<file path="config.mk">
export PLATFORM = sky130hd
export DESIGN_NAME = bit_serializer
export DESIGN_NICKNAME = d
export VERILOG_FILES = /design/src/rtl/ser_pkg.sv /design/src/rtl/bit_serializer.sv
export SDC_FILE = /design/constraint.sdc
export NUM_CORES = 1
export LEC_CHECK = 0
export BUFFER_PORTS_ARGS = -buffer_cell sky130_fd_sc_hd__buf_2
export CORE_AREA = 2 2 39 41
export DETAILED_ROUTE_END_ITERATION = 8
export DIE_AREA = 0 0 41 43
export GPL_ROUTABILITY_DRIVEN = 0
export HOLD_SLACK_MARGIN = 0.12
export PLACE_DENSITY = 0.71
export SYNTH_ARGS = -nofsm -noshare
export SYNTH_HDL_FRONTEND = slang
export SYNTH_SLANG_ARGS = --single-unit
export TNS_END_PERCENT = 20
</file>
<file path="constraint.sdc">
create_clock -name clk -period 2.8 [get_ports clk]
set_input_delay 0.56 -clock clk [delete_from_list [all_inputs] [get_ports clk]]
set_output_delay 0.56 -clock clk [all_outputs]
set_load 0.01 [all_outputs]
</file>
<file path="src/rtl/ser_pkg.sv">
// Shared definitions for the serial link: FSM state encoding, line idle level
// and the standard test words used by the serializer and detector benches.
package ser_pkg;

    typedef enum logic [0:0] {
        IDLE  = 1'b0,
        SHIFT = 1'b1
    } ser_state_t;

    localparam logic SER_IDLE_BIT = 1'b0;

    localparam logic [7:0] TEST_WORD_99 = 8'h99;
    localparam logic [7:0] TEST_WORD_A5 = 8'hA5;
    localparam logic [7:0] TEST_WORD_3C = 8'h3C;
    localparam logic [7:0] TEST_WORD_F0 = 8'hF0;
    localparam logic [7:0] TEST_WORD_FF = 8'hFF;
    localparam logic [7:0] TEST_WORD_81 = 8'h81;
    localparam logic [7:0] TEST_WORD_01 = 8'h01;
    localparam logic [7:0] TEST_WORD_C3 = 8'hC3;

endpackage

</file>
<file path="src/rtl/bit_serializer.sv">
// Parallel-to-serial stage: accepts WIDTH-bit words on valid/ready and shifts
// them out one bit per clock with sof/eof framing and no gap between words.
module bit_serializer
    import ser_pkg::*;
#(
    parameter int   WIDTH     = 8,
    parameter bit   LSB_FIRST = 1'b0,
    parameter logic IDLE_BIT  = SER_IDLE_BIT
) (
    input  logic             clk,
    input  logic             reset,
    input  logic             in_valid,
    output logic             in_ready,
    input  logic [WIDTH-1:0] in_data,
    output logic             ser_out,
    output logic             ser_valid,
    output logic             sof,
    output logic             eof,
    output logic             busy
);

    localparam int              CNT_W    = $clog2(WIDTH);
    localparam logic [CNT_W-1:0] LAST_CNT = CNT_W'(WIDTH - 1);

    ser_state_t       state_r, state_n_s;
    logic [CNT_W-1:0] bit_cnt_r, bit_cnt_n_s;
    logic [WIDTH-1:0] shreg_r, shreg_n_s;
    logic             ser_out_r, ser_out_n_s;
    logic             ser_valid_r, ser_valid_n_s;
    logic             sof_r, sof_n_s;
    logic             eof_r, eof_n_s;
    logic             last_bit_s;
    logic             in_ready_s;
    logic             accept_s;

    function automatic logic first_bit(input logic [WIDTH-1:0] word);
        return LSB_FIRST ? word[0] : word[WIDTH-1];
    endfunction

    // shreg holds the bits not yet on the line, aligned so first_bit() picks the next one
    function automatic logic [WIDTH-1:0] shift_word(input logic [WIDTH-1:0] word);
        return LSB_FIRST ? {1'b0, word[WIDTH-1:1]} : {word[WIDTH-2:0], 1'b0};
    endfunction

    // Handshake: ready in IDLE or while the last bit of a word is on the line
    always_comb begin
        last_bit_s = (state_r == SHIFT) && (bit_cnt_r == LAST_CNT);
        if (reset) begin
            in_ready_s = 1'b0;
        end else if (state_r == IDLE) begin
            in_ready_s = 1'b1;
        end else begin
            in_ready_s = last_bit_s;
        end
        accept_s = in_valid && in_ready_s;
    end

    // Next-state and next-output computation
    always_comb begin
        state_n_s     = state_r;
        bit_cnt_n_s   = bit_cnt_r;
        shreg_n_s     = shreg_r;
        ser_out_n_s   = IDLE_BIT;
        ser_valid_n_s = 1'b0;
        sof_n_s       = 1'b0;
        eof_n_s       = 1'b0;
        if (accept_s) begin
            state_n_s     = SHIFT;
            bit_cnt_n_s   = {CNT_W{1'b0}};
            shreg_n_s     = shift_word(in_data);
            ser_out_n_s   = first_bit(in_data);
            ser_valid_n_s = 1'b1;
            sof_n_s       = 1'b1;
        end else begin
            case (state_r)
                IDLE: begin
                    state_n_s = IDLE;
                end
                SHIFT: begin
                    if (last_bit_s) begin
                        state_n_s   = IDLE;
                        bit_cnt_n_s = {CNT_W{1'b0}};
                    end else begin
                        bit_cnt_n_s   = bit_cnt_r + CNT_W'(1);
                        shreg_n_s     = shift_word(shreg_r);
                        ser_out_n_s   = first_bit(shreg_r);
                        ser_valid_n_s = 1'b1;
                        eof_n_s       = ((bit_cnt_r + CNT_W'(1)) == LAST_CNT);
                    end
                end
                default: begin
                    state_n_s   = IDLE;
                    bit_cnt_n_s = {CNT_W{1'b0}};
                end
            endcase
        end
    end

    // State and registered line outputs
    always_ff @(posedge clk) begin
        if (reset) begin
            state_r     <= IDLE;
            bit_cnt_r   <= {CNT_W{1'b0}};
            shreg_r     <= {WIDTH{1'b0}};
            ser_out_r   <= IDLE_BIT;
            ser_valid_r <= 1'b0;
            sof_r       <= 1'b0;
            eof_r       <= 1'b0;
        end else begin
            state_r     <= state_n_s;
            bit_cnt_r   <= bit_cnt_n_s;
            shreg_r     <= shreg_n_s;
            ser_out_r   <= ser_out_n_s;
            ser_valid_r <= ser_valid_n_s;
            sof_r       <= sof_n_s;
            eof_r       <= eof_n_s;
        end
    end

    assign in_ready  = in_ready_s;
    assign ser_out   = ser_out_r;
    assign ser_valid = ser_valid_r;
    assign sof       = sof_r;
    assign eof       = eof_r;
    assign busy      = (state_r == SHIFT);

endmodule

</file>
## Yosys cells after proc, flatten, opt, wreduce, memory -nomap -nowiden

Cells that the tools add are included.

- Bits of input ports: 11
- Output and inout port bits: 6
- Logic and storage cells: 33
- Bits in registers: 15

- Reduce and logical (&&, ||, !) cells: 6
- Muxes and demuxes: 15
- $add $sub $neg: 1
- Bitwise operators: 1
- Equality and inequality tests: 3

Operator list:

| kind | number |
|---|---|
| 2-to-1 mux 8 bit | 3 |
| 2-to-1 mux 1 bit | 10 |
| equality test 3 bit (second input constant) | 2 |
| OR reduction 4 bit | 1 |
| adder 3 x 1 -> 3 bit (second input constant) | 1 |
| 2-to-1 mux 3 bit | 1 |
| logical AND 1 bit | 2 |
| != test 2 x 1 -> 1 bit (second input constant) | 1 |
| case mux 1 bit (2 select lines) | 1 |
| AND reduction 2 bit | 1 |
| nonzero test 2 bit | 1 |
| OR reduction 2 bit | 1 |
| inverter 1 bit | 1 |

## Longest topological paths before layout

Gate-level depths: netlist of the first run.

- Word-level depth: 7
- Mapped depth: 6
- Depth with buffers taken out: 5

## Worst setup path before layout of the first run

OpenSTA, ideal clock, no wires.

- Kind: reg-to-output
- Start: register bit_cnt_r[0]
- End: output port in_ready
- Arrival time: 1.047 ns
- Stages on the path, launching flop included: 5
- Buffers on the path: 0
- Required time: 2.240 ns
- Setup slack: 1.193 ns
- Cell sequence: dfxtp_1 -> ha_1 -> ha_1 -> nor2b_1 -> nor2_1

- Word-level cells in the longest chain between the ends: 4

RTL lines:

| element | line | text |
|---|---|---|
| start: declaration | bit_serializer.sv:26 | `logic [CNT_W-1:0] bit_cnt_r, bit_cnt_n_s;` |
| start signal: assignment | bit_serializer.sv:103 | `bit_cnt_r <= {CNT_W{1'b0}};` |
| start signal: assignment | bit_serializer.sv:111 | `bit_cnt_r <= bit_cnt_n_s;` |
| equality test 3 bit | bit_serializer.sv:47 | `last_bit_s = (state_r == SHIFT) && (bit_cnt_r == LAST_CNT);` |
| logical AND 1 bit | bit_serializer.sv:47 |  |
| 2-to-1 mux 1 bit | bit_serializer.sv:50 | `end else if (state_r == IDLE) begin` |
| 2-to-1 mux 1 bit | bit_serializer.sv:48 | `if (reset) begin` |
| end: declaration | bit_serializer.sv:13 | `output logic in_ready,` |

No other way between the ends.

## Final worst setup path of the first run

Ends and elaborated chain as after synthesis.

==> flow_summary_export.csv, run 1 <==
group,metric,value,unit
layout,fin_util,51.0,%
timing,slew_viol_final,0,
critical_path,cp_data_required_time,2.24,ns
critical_path,worst-endpoint-arrival,1.56,ns
critical_path,cp_max_fo,6,
timing,rsz0062_at_grt,"no",
clocking,clock_latency,0.28,ns
power,ir_worst_vdd,0.372,mV
clocking,htree_levels,1,
synth,syn_area,599,sq um
layout,diodes,0,
global_routing,antenna_found_initial,0,
clocking,post-cts-setup-buffer-count,0,
power,total_power,0.412,mW
timing,final-setup-viol-count,0,
clocking,cts_resized,0,
global_routing,grt_pass1_vias,451,
critical_path,crit_path_top_delay_cell,"dfxtp_1",
floorplanning,boundaryPins,17,
layout,finalInstanceArea,706,sq um
critical_path,worst_path_most_repeated_cell,"ha_1",
timing,final.setup.tns,0,ns
timing,period_share,75.5,%
layout,instances_no_fill,94,
synth,yosys.cell_types.count,18,
clocking,cts.clk_slew.worst_paths,0.08,ns
global_routing,grt-ovfl-total,0,
critical_path,criticalPathCategory,"reg2out",
detailed_routing,wl_per_cell,11.7,um
layout,seqCellArea,280,sq um
place,port_buffers,16,
power,leakagePower,0.332,nW
layout,layout_common_cells,"buf_2, dfxtp_1, nor2_1",
detailed_routing,vias,479,
critical_path,crit_chain,"ha_1, ha_1, nor2b_1, nor2_1, buf_2",
synth,yosysWarnings,0,
synth,synth_top_family_by_area,"simple AND/OR/NAND/NOR gates",
layout,drive_gt1_share,28.2,%
timing,tightest_slew,0.521,ns
timing,holdWs,0.480,ns
floorplanning,initial_core_util,43.3,%
clocking,cts_inserted_buffers,3,
layout,nNetsFinal,93,
synth,syn_inst,62,
synth,synthSimpleGateAreaFrac,17.1,%
floorplanning,die_y,43,um
floorplanning,fp.dieW,41,um
place,place_ws,1.01,ns
detailed_routing,viasPerCell,5.10,
timing,finalClockSkew,0.00477,ns
synth,yosysSeqAreaShare,46.8,%
global_routing,grt_pass1_wl,1.75,mm
synth,yosys.area_share.xor_xnor,0,%
layout,layout_commonest_cell,"buf_2",
critical_path,cp-start-kind,"flop",
detailed_routing,drt-pass1-iter-count,2,
clocking,cts_sinks,14,
run_status,status,"completed",
clocking,clk_path_buf_depth,2,
detailed_routing,drc,0,
global_routing,gr-usage-all-layers,15.1,%
layout,syn_to_final_growth,17.7,%
timing,period_needed,2.12,ns
synth,synthesis.nets,76,
detailed_routing,wl,1.10,mm
layout,fillers,136,
detailed_routing,drtIter0Drc,4,
timing,slew_headroom,65.3,%
floorplanning,dieArea,1760,sq um
place,dp_cells,90,
synth,syn_area_per_cell,9.67,sq um
synth,synth_seq_cells,14,
place,placed_cell_area,669,sq um
timing,finalWorstSetupSlack,0.685,ns
critical_path,crit_buf_inv,1,
synth,synth_compound_area_share,11.9,%
synth,synthAdderAreaFrac,6.26,%
clocking,cts_tree,"yes",
critical_path,max_stage_delay,0.33,ns
detailed_routing,postRouteAntennaNets,0,
timing,final_hold_viol_count,0,
floorplanning,design.core.area,1380,sq um
flow_run,maxCapViolations,0,
critical_path,crit_family,"simple AND/OR/NAND/NOR gates",
layout,multi_input_area,282,sq um
worst_hold_path,hold_path.class,"reg2reg",
floorplanning,rows,14,
clocking,root_buffer,"clkbuf_4",
clocking,ctsHoldBuffers,0,
global_routing,grt_max_degree,16,
power,power_density,584,nW/um^2
timing,fmax,473,MHz
synth,synth_mux_area_share,11.7,%
critical_path,critPathCaptureType,"output pin",
[area by class of cell]
cell class | count | area share, %
timing repair buffer | 16 | 11.3
tap | 16 | 2.84
multi-input combinational | 42 | 39.9
clock buffer | 4 | 5.14
inverter | 2 | 1.06
sequential | 14 | 39.7
[synthesized netlist by cell type (all sizes together)]
cell / number / area, sq um
a211oi: 6 / 45.0
nand2b: 1 / 6.26
nor2b: 1 / 6.26
o32a: 1 / 11.3
clkbuf: 1 / 3.75
and2: 1 / 7.51
nand2: 2 / 7.51
nor3b: 2 / 15.0
a21oi: 3 / 15.0
dfxtp: 14 / 280
nand3: 1 / 5.00
nor2: 12 / 45.0
mux2i: 7 / 70.1
ha: 3 / 37.5
nor3: 2 / 10.0
buf: 3 / 26.3
inv: 2 / 7.51
[cells by family (layout without fill, tap and decap cells)]
kind of cell             count (synthesis)  in the layout
AO/OA/AOI/OAI                           10             10
AND/OR/NAND/NOR                         22             22
flip-flops                              14             14
adder cells (fa/ha/maj)                  3              3
buffers and inverters                    6             22
multiplexers                             7              7
[registers in the layout (all words and copies together), names as in the netlist]
name	count
busy	1
bit_cnt_r	3
sof	1
ser_out	1
eof	1
shreg_r	7
[layer usage]
layer / vias up / share of wire [%] / track usage, %
li1: 245 / - / -
met4: 0 / 1.1 / 6.00
met1: 217 / 46 / 16.4
met5: - / 0 / 0
met2: 15 / 47 / 23.4
met3: 2 / 6.3 / 7.85
[worst min-delay path, delay by kind of cell (launching register included)]
| kind | cells | cell delay, ns |
|---|---|---|
| flip-flops | 1 | 0.33 |
| AO/OA/AOI/OAI | 1 | 0.05 |
| AND/OR/NAND/NOR | 1 | 0.06 |
[power by group]
part	switching, mW	leakage [nW]	internal [mW]
Combinational	0.0269	0.196	0.0228
Sequential	0.00725	0.115	0.211
Clock	0.0649	0.0210	0.0791
Total	0.0991	0.332	0.313
[worst paths after layout]
path	slack [ns]	cells after the start	from	to
max	0.68	5	bit_cnt_r[0]	in_ready
min	0.48	2	shreg_r[7]	ser_out
max reg2reg	1.26	5	bit_cnt_r[1]	shreg_r[5]
min reg2reg	0.48	2	shreg_r[7]	ser_out
No activity file was read; power rests on OpenSTA's default activity.
==> run 2: changes to the inputs <==
CORE_AREA = unset   (was 2 2 39 41)
CORE_UTILIZATION = 43   (was unset)
DIE_AREA = unset   (was 0 0 41 43)
clock period = 1.7 ns   (was 2.8 ns; I/O delays follow)
==> run 2 against run 1 <==
Global-route usage grew 2.0 points. Utilization rose by 4.9 points. Sequential power up 65%. Critical path depth did not move. Largest power group unchanged. Power up 67%. Via count down 0.42%. Register-to-register slack got worse by 1.1 ns. Clock-buffer cell count unchanged. Cell area increased by 3.0%. Wire length is 5.0% higher. Clock skew is essentially flat. Die area decreased by 12%.
==> flow_summary_export.csv, run 2 (same netlist as run 1, synthesis figures left out) <==
group,metric,value,unit
run_status,status,"completed",
detailed_routing,drtIter0Drc,7,
flow_run,maxCapViolations,0,
critical_path,critPathCaptureType,"output pin",
layout,layout_commonest_cell,"buf_2",
floorplanning,die_y,39.3,um
power,p_seq_share,52.3,%
global_routing,use_met3,6.82,%
global_routing,grt_pass1_wl,1.68,mm
place,placed_cell_area,676,sq um
critical_path,crit_chain,"ha_1, ha_2, nor2b_2, nor2_1, buf_2",
clocking,clock_latency,0.27,ns
layout,nNetsFinal,95,
clocking,cts_sinks,14,
timing,fmax,615,MHz
clocking,cts_inserted_buffers,3,
worst_hold_path,hold_path_end,"ser_out",
critical_path,crit_path_top_delay_cell,"dfxtp_2",
power,clockPowerShare,34.9,%
detailed_routing,drc,0,
clocking,cts.clk_slew.worst_paths,0.09,ns
detailed_routing,drt-pass1-iter-count,3,
timing,final.setup.tns,0,ns
floorplanning,boundaryPins,17,
power,power_density,948,nW/um^2
power,leakagePower,0.341,nW
place,port_buffers,16,
place,dpl.hpwl,788,um
critical_path,r2r_cells,5,
critical_path,reg2reg_to,"shreg_r[4]",
global_routing,grt_pass1_vias,406,
layout,layout_common_cells,"buf_2, nor2_1, dfxtp_1",
timing,tightest_slew,0.504,ns
power,switching_power,0.169,mW
global_routing,grt_use_met1,20.5,%
floorplanning,dieArea,1550,sq um
power,internal_power,0.521,mW
timing,period_share,95.7,%
floorplanning,initial_core_util,46.1,%
critical_path,cp-start-kind,"flop",
layout,syn_to_final_growth,21.3,%
timing,slew_viol_final,0,
power,p_comb_share,12.8,%
detailed_routing,wl_per_cell,12.2,um
timing,period_needed,1.63,ns
clocking,clk_path_buf_depth,2,
power,total_power,0.689,mW
worst_hold_path,hold_path.class,"in2reg",
layout,largest_register_ff_count,7,
critical_path,worst-endpoint-arrival,1.29,ns
worst_hold_path,hold_start,"in_data[7]",
timing,final-setup-viol-count,0,
clocking,ctsHoldBuffers,0,
floorplanning,rows,13,
detailed_routing,viasPerCell,5.02,
global_routing,grt-ovfl-total,0,
critical_path,rr_startpoint,"bit_cnt_r[1]",
worst_hold_path,min_path_cells,3,
timing,slew_headroom,66.4,%
floorplanning,design.core.area,1300,sq um
layout,instances_no_fill,95,
layout,drive_gt1_share,35.0,%
place,place_ws,0.208,ns
layout,top_regs,"shreg_r: 7 flops, bit_cnt_r: 3 flops",
layout,finalInstanceArea,727,sq um
global_routing,busiest_layer,"met2",
layout,diodes,0,
critical_path,criticalPathCategory,"reg2out",
global_routing,grt_max_degree,16,
global_routing,grt_use_met2,26.3,%
place,dp_cells,90,
clocking,cts_tree,"yes",
global_routing,antenna_found_initial,0,
critical_path,r2r_setup_slack,0.21,ns
detailed_routing,vias,477,
clocking,htree_levels,1,
detailed_routing,wl,1.16,mm
clocking,root_buffer,"clkbuf_4",
layout,largest_register,"shreg_r",
power,swShare,24.5,%
critical_path,cp_data_required_time,1.36,ns
critical_path,max_stage_delay,0.33,ns
global_routing,gr-usage-all-layers,17.0,%
timing,finalWorstSetupSlack,0.0735,ns
detailed_routing,postRouteAntennaNets,0,
timing,finalClockSkew,0.00459,ns
floorplanning,fp.dieW,39.3,um
critical_path,cp_max_fo,2,
timing,final_hold_viol_count,0,
power,ir_worst_vdd,0.630,mV
run 2: per-layer routing:
metal  part of all wire (%)  vias to the layer above
met5                      0                        -
met4                    1.0                        0
met3                    4.2                        2
met2                     44                       11
met1                     51                      210
li1                       -                      254
run 2: worst max-delay path by stage:
stage	from	to	slack, ns	cells after the start
after detailed placement	bit_cnt_r[0]	bit_cnt_r[1]	0.21	5
after global routing	bit_cnt_r[1]	in_ready	-0.002	5
after global placement	bit_cnt_r[0]	bit_cnt_r[1]	0.26	5
after floorplan	bit_cnt_r[0]	in_ready	0.31	4
after CTS	bit_cnt_r[0]	in_ready	0.02	5
final	bit_cnt_r[0]	in_ready	0.07	5
run 2: layout make-up:
cell class,instances,area (sq um)
fill,133,574
multi-input combinational,42,287
sequential,14,283
timing repair buffer,18,95.1
clock buffer,4,36.3
tap,15,18.8
inverter,2,7.51
run 2: power by group through the flow:
stage | clock network, mW | registers [mW] | logic [mW]
floorplan | 0 | 0.367 | 0.0574
global placement | 0 | 0.367 | 0.0832
detailed placement | 0 | 0.368 | 0.0853
CTS | 0.249 | 0.360 | 0.0857
global route | 0.259 | 0.364 | 0.0989
finish | 0.240 | 0.361 | 0.0885
run 2: timing repair:
| action | in CTS | in global routing |
|---|---|---|
| resized for setup | 0 | 4 |
| endpoints found under the setup margin | 0 | 1 |
| setup buffers | 0 | 1 |
run 2: per-stage QoR:
| stage | hold WS, ns | utilization, % |
|---|---|---|
| 2_1_floorplan | 0.413 | - |
| 3_3_place_gp | 0.447 | 51.9 |
| 3_5_place_dp | 0.449 | 51.9 |
| 5_1_grt | 0.340 | 55.9 |
| 6_report | 0.337 | 55.9 |
| 4_1_cts | 0.328 | 54.7 |
run 2: critical path: cells and delay by family, from the launching register on:
family | cells | cell delay (ns)
and+or+nand+nor | 2 | 0.17
buffers and inverters | 1 | 0.14
DFF | 1 | 0.33
adders and majority gates | 2 | 0.36
